--- src/rtl/host_regbank.sv ---
// Host-bus register bank: config words, command/status registers, result readback
// and a multiplexed hex 7-segment display scanner.
module host_regbank #(
  parameter int N_WREG = 24,
  parameter int N_RREG = 8,
  parameter int N_DIG  = 6,
  parameter int DIV    = 25000
) (
  input  logic                  clk,
  input  logic                  nRESET,
  input  logic                  HOST_nCS,
  input  logic                  HOST_nWE,
  input  logic                  HOST_nOE,
  input  logic [20:0]           HOST_ADD,
  input  logic [15:0]           HDI,
  output logic [15:0]           HDO,
  input  logic [16*N_RREG-1:0]  rd_bus,
  input  logic [3:0]            proc_status,
  output logic [16*N_WREG-1:0]  cfg_bus,
  output logic [3:0]            proc_cmd,
  output logic                  proc_start,
  input  logic [4*N_DIG-1:0]    seg_value,
  output logic [N_DIG-1:0]      SEG_COM,
  output logic [7:0]            SEG_DATA
);

  localparam int PW = (DIV > 1) ? $clog2(DIV) : 1;
  localparam int DW = (N_DIG > 1) ? $clog2(N_DIG) : 1;
  localparam logic [19:0] RES_BASE  = 20'h00800;
  localparam logic [19:0] CMD_ADDR  = 20'h01000;
  localparam logic [19:0] STAT_ADDR = 20'h01002;

  logic [2:0]       syncA_q, syncB_q;
  logic [1:0]       fill_q;
  logic             wrActDly_q, wrActDly_d;
  logic [15:0]      cfg_q [N_WREG];
  logic [15:0]      cfg_d [N_WREG];
  logic [3:0]       cmd_q, cmd_d;
  logic             start_q, start_d;
  logic             err_q, err_d;
  logic [15:0]      hdo_q, hdo_d;
  logic [PW-1:0]    presc_q, presc_d;
  logic [DW-1:0]    digit_q, digit_d;
  logic [N_DIG-1:0] segCom_q, segCom_d;
  logic [7:0]       segData_q, segData_d;
  logic [3:0]       nibble;
  logic [6:0]       hexPat;

  logic        wrAct, rdAct, commit, isEven;
  logic [19:0] addr, resOff;
  logic        unusedBits;

  assign wrAct  = !syncB_q[2] && !syncB_q[1] && syncB_q[0];
  assign rdAct  = !syncB_q[2] && !syncB_q[0];
  assign commit = wrAct && !wrActDly_q;
  assign addr   = HOST_ADD[19:0];
  assign isEven = !addr[0];
  assign resOff = addr - RES_BASE;
  assign unusedBits = ^{HOST_ADD[20], resOff[0]};

  // The edge detector stays disarmed until the synchronisers have flushed their
  // reset value, so a strobe held across reset release never looks like a new access.
  assign wrActDly_d = fill_q[1] ? wrAct : 1'b1;

  always_comb begin
    cfg_d   = cfg_q;
    cmd_d   = cmd_q;
    start_d = 1'b0;
    err_d   = err_q;
    hdo_d   = hdo_q;
    if (commit && isEven) begin
      for (int k = 0; k < N_WREG; k++) begin
        if (addr[19:1] == 19'(k)) begin
          if (proc_status[0]) err_d = 1'b1;
          else cfg_d[k] = HDI;
        end
      end
      if (addr == CMD_ADDR) begin
        cmd_d   = HDI[3:0];
        start_d = 1'b1;
      end
      if (addr == STAT_ADDR && HDI[15]) err_d = 1'b0;
    end
    if (rdAct) begin
      hdo_d = '0;
      if (isEven) begin
        for (int k = 0; k < N_WREG; k++)
          if (addr[19:1] == 19'(k)) hdo_d = cfg_q[k];
        for (int k = 0; k < N_RREG; k++)
          if (addr >= RES_BASE && resOff[19:1] == 19'(k)) hdo_d = rd_bus[16*k +: 16];
        if (addr == CMD_ADDR)  hdo_d = {12'b0, cmd_q};
        if (addr == STAT_ADDR) hdo_d = {err_q, 11'b0, proc_status};
      end
    end
  end

  // Segment outputs are computed from the next digit index so they switch with it.
  always_comb begin
    presc_d  = (presc_q == PW'(DIV - 1)) ? '0 : presc_q + 1'b1;
    digit_d  = digit_q;
    if (presc_q == PW'(DIV - 1))
      digit_d = (digit_q == DW'(N_DIG - 1)) ? '0 : digit_q + 1'b1;
    segCom_d = '1;
    nibble   = 4'h0;
    for (int i = 0; i < N_DIG; i++) begin
      if (digit_d == DW'(i)) begin
        segCom_d[N_DIG-1-i] = 1'b0;
        nibble = seg_value[4*i +: 4];
      end
    end
    hexPat = 7'b0000000;
    case (nibble)
      4'h0: hexPat = 7'b1111110;
      4'h1: hexPat = 7'b0110000;
      4'h2: hexPat = 7'b1101101;
      4'h3: hexPat = 7'b1111001;
      4'h4: hexPat = 7'b0110011;
      4'h5: hexPat = 7'b1011011;
      4'h6: hexPat = 7'b1011111;
      4'h7: hexPat = 7'b1110000;
      4'h8: hexPat = 7'b1111111;
      4'h9: hexPat = 7'b1111011;
      4'hA: hexPat = 7'b1110111;
      4'hB: hexPat = 7'b0011111;
      4'hC: hexPat = 7'b1001110;
      4'hD: hexPat = 7'b0111101;
      4'hE: hexPat = 7'b1001111;
      4'hF: hexPat = 7'b1000111;
      default: hexPat = 7'b0000000;
    endcase
    segData_d = {hexPat, 1'b0};
  end

  always_ff @(posedge clk or negedge nRESET) begin
    if (!nRESET) begin
      syncA_q    <= '1;
      syncB_q    <= '1;
      fill_q     <= '0;
      wrActDly_q <= 1'b1;
      for (int k = 0; k < N_WREG; k++) cfg_q[k] <= '0;
      cmd_q      <= '0;
      start_q    <= 1'b0;
      err_q      <= 1'b0;
      hdo_q      <= '0;
      presc_q    <= '0;
      digit_q    <= '0;
      segCom_q   <= '1;
      segData_q  <= '0;
    end else begin
      syncA_q    <= {HOST_nCS, HOST_nWE, HOST_nOE};
      syncB_q    <= syncA_q;
      fill_q     <= {fill_q[0], 1'b1};
      wrActDly_q <= wrActDly_d;
      cfg_q      <= cfg_d;
      cmd_q      <= cmd_d;
      start_q    <= start_d;
      err_q      <= err_d;
      hdo_q      <= hdo_d;
      presc_q    <= presc_d;
      digit_q    <= digit_d;
      segCom_q   <= segCom_d;
      segData_q  <= segData_d;
    end
  end

  for (genvar k = 0; k < N_WREG; k++) begin : g_cfgOut
    assign cfg_bus[16*k +: 16] = cfg_q[k];
  end

  assign HDO        = hdo_q;
  assign proc_cmd   = cmd_q;
  assign proc_start = start_q;
  assign SEG_COM    = segCom_q;
  assign SEG_DATA   = segData_q;

endmodule
--- config.mk ---
export PLATFORM = sky130hd
export DESIGN_NAME = host_regbank
export DESIGN_NICKNAME = d
export VERILOG_FILES = /design/src/rtl/host_regbank.sv
export SDC_FILE = /design/constraint.sdc
export NUM_CORES = 1
export LEC_CHECK = 0
export BUFFER_PORTS_ARGS = -buffer_cell sky130_fd_sc_hd__buf_2
export CAP_MARGIN = 20
export CORE_AREA = 2 2 239 241
export CTS_CLUSTER_DIAMETER = 100
export DETAILED_ROUTE_END_ITERATION = 16
export DIE_AREA = 0 0 241 243
export HOLD_SLACK_MARGIN = 0.02
export PLACE_DENSITY_LB_ADDON = 0.2
export SLEW_MARGIN = 20
export SYNTH_ARGS = -nofsm -noshare
export SYNTH_HDL_FRONTEND = slang
export SYNTH_SLANG_ARGS = --single-unit
--- constraint.sdc ---
create_clock -name clk -period 3.2 [get_ports clk]
set_clock_uncertainty 0.1 [all_clocks]
set_input_delay 0.64 -clock clk [delete_from_list [all_inputs] [get_ports clk]]
set_output_delay 0.64 -clock clk [all_outputs]
set_load 0.1 [all_outputs]
==> run metrics <==
number of synthesized register bits 446; Yosys top cell by area dfrtp_1; syn nets 2,165; worst setup path startpoint HOST_ADD[1]; R2R Setup Slk 0.09 ns; post-DP HPWL 90.45 mm; critical register-to-register path startpoint presc_q[9]$_DFF_PN0_; top cell type's share of synthesized area 48.71%; Die ar. 0.05856 sq mm; R2R cell count 13; hold path depth 0; Hold Path End syncB_q[1]$_DFF_PN1_; Synth Instances 1,959; initial DRC count 2,286; Critical Path Start Type primary input; Worst EP required 3.59 ns; number of global-route vias before repair 22,476; clock latency on the worst-skew pair 0.61 ns; Yosys warnings 0; EDFF count, synth 0; WHS 0.2551 ns; worst ir drop on vdd 0.0003798 V; Cell Area, Synth 0.02224 sq mm; clock slew at reported path FFs 0.06 ns; via/cell ratio 5.977; initial antenna violation count 10; Tot Pwr 0.01229 W; max_slew headroom 20.35%; port bufs 614; max-cap check violation count 0; Syn Area/Cell 11.35 sq um; post-layout worst setup margin 0.03440 ns; Layout Nets 3,140; pin count of the biggest net entering global routing 89; layout cells sized above 1 54.17%; boundary pin count 617; WL final 114.9 mm; RSZ-0062 raised after global routing false; Hold/Removal Path Class register to register; Final setup viols 0; TritonCTS buffer count 50; Starting Density 39.75%; status finished clean; CP arrival 3.56 ns; first-pass GRT wire length 160.6 mm; ys flop type dfrtp_1; Setup WS pre-CTS -0.6951 ns; GRT Total Usage 38.34%; core outline area 0.05595 sq mm; top cells by area, synth dfrtp_1 (49%), mux2_2 (20%), a21oi_1 (2.5%); gpl congestion 0.9887; grt total ovfl 0; die width 241 microns; hold path start syncA_q[1]$_DFF_PN1_; maximum clock rate 315.9 MHz; H-tree depth 2; vias post-DR 22,341; Area Overhead vs Synth 41.11%; drt first pass iters 6; CTS tree built; Unique masters post-synth 85; Async SR Flop Fraction 100.0%; Final Cycle Share 98.92%; pwr/cell area 391.5 mW/mm^2; Setup crit end kind register; clock sink total 446; Clock Path Buffers 3; Crit Reg-Reg Endpoint SEG_DATA[4]$_DFF_PN0_; Routed Antenna Nets 0; DRC 0; die height 243 microns; Max Slew Vio Count 0; minimum clock period 3.166 ns; Slew @ Worst Pin 1.195 ns; CP max FO 8; Cell Rows 87; clk root buf clkbuf_16; Fin. Hold Viols 0; Crit Path Category primary input to register; Leak 16.42 nW; Routed WL per cell 30.73 microns; sequential area share after synthesis 50.25%
cell usage in the layout (no fill, tap or decap), types with 10 or more instances in the layout:
cell type	netlist	routed
a222oi_1	14	14
clkbuf_8	0	11
nand2_1	126	124
clkbuf_1	83	13
o21ai_0	98	95
a221oi_1	43	42
nor3_2	9	17
nand2b_1	14	14
buf_12	0	35
a211oi_1	20	19
mux2_2	395	395
nand3_1	47	47
dfrtp_1	433	433
nor3_1	60	52
nand4_1	11	11
nor2_1	116	113
buf_2	37	612
clkbuf_16	0	51
buf_4	4	398
dfstp_2	13	13
o22ai_1	26	26
a22oi_1	39	38
o221ai_1	32	32
a221o_1	10	10
or3_1	14	14
a21oi_1	110	108
synth_stat cells, drive strengths merged, types with 18 or more instances:
| library cell | n |
|---|---|
| dfrtp | 433 |
| a221oi | 43 |
| buf | 47 |
| o21ai | 101 |
| clkbuf | 83 |
| nor4 | 18 |
| o22ai | 26 |
| mux2 | 395 |
| nand2 | 127 |
| nor3 | 69 |
| o221ai | 32 |
| nor2 | 118 |
| a211oi | 20 |
| a21oi | 110 |
| nand3 | 51 |
| a22oi | 39 |
what timing repair did:
item,in CTS,in global routing
setup endpoints to repair,9,12
endpoints found under the hold margin,76,0
cloned,0,1
hold buffers,4,0
resized for setup,8,29
buffers inserted,3,10
pin swaps,2,11
critical path, stage by stage:
cell and delay (ns):
buf_2 0.25, nor2_1 0.21, nand2_1 0.20, buf_4 0.19, buf_4 0.17, nor3_1 0.07, a221oi_1 0.33, nand4_1 0.28
or4b_2 0.74, a21oi_2 0.26, a21oi_1 0.07, a21boi_1 0.14
cell families after synthesis:
family	count (synthesis)	share of synthesized area, %
compound gates	478	14.64
simple gates	471	11.18
mux	401	20.27
fa+ha+maj	8	0.4500
flops	446	50.25
xor+xnor	14	0.5513
other cells	2	0.03376
buf+inv	139	2.621
how the worst max path moves through the flow:
stage / end / cells after the start
floorplan: cfg_bus[278]$_DFFE_PN0P_ / 8
global placement: HDO[4]$_DFFE_PN0P_ / 12
detailed placement: HDO[4]$_DFFE_PN0P_ / 12
CTS: SEG_DATA[1]$_DFF_PN0_ / 12
global route: HDO[15]$_DFFE_PN0P_ / 14
finish: HDO[13]$_DFFE_PN0P_ / 12
final cells by class:
cell class              count  area (sq um)
fillers                  5098         24560
flip-flops and latches    446         11180
multi-input cells        1374         10720
repair buffers           1053          6837
clock buffers              75          1476
well taps                 756         945.9
clock inverters            17         175.2
inverters                   9         36.28
diodes                      8         20.02
stage by stage:
| stage | util [%] | cell area [sq um] | TNS (ns) | std cells |
|---|---|---|---|---|
| 6_report | 56.10 | 31390 | 0 | 3738 |
| 5_1_grt | 56.09 | 31380 | 0 | 3736 |
| 4_1_cts | 55.65 | 31140 | 0 | 3719 |
| 3_5_place_dp | 52.52 | 29390 | -27.65 | 3620 |
| 3_3_place_gp | 52.52 | 29390 | -24.31 | 3620 |
| 2_1_floorplan | - | 22240 | 0 | 1959 |
metal layers:
metal	global-route usage (%)	part of all wire [%]
met5	0	0.011
met4	22.60	6.7
met3	11.36	10
met2	59.96	46
met1	46.72	37
sequential cells by signal (all words and copies together) (netlist names):
signal      flops
HDO            16
syncA_q         3
cfg_bus       384
presc_q        15
fill_q          2
SEG_DATA        7
digit_q         3
proc_start      1
wrActDly_q      1
proc_cmd        4
syncB_q         3
SEG_COM         6
err_q           1
power breakdown:
part	total (W)	switching [W]	leakage (nW)	internal (W)
Clock	0.00583	0.00248	0.802	0.00336
Combinational	0.000791	0.000548	9.48	0.000243
Sequential	0.00566	0.00000567	6.14	0.00566
Note: power is estimated with default switching activity, not from simulation.
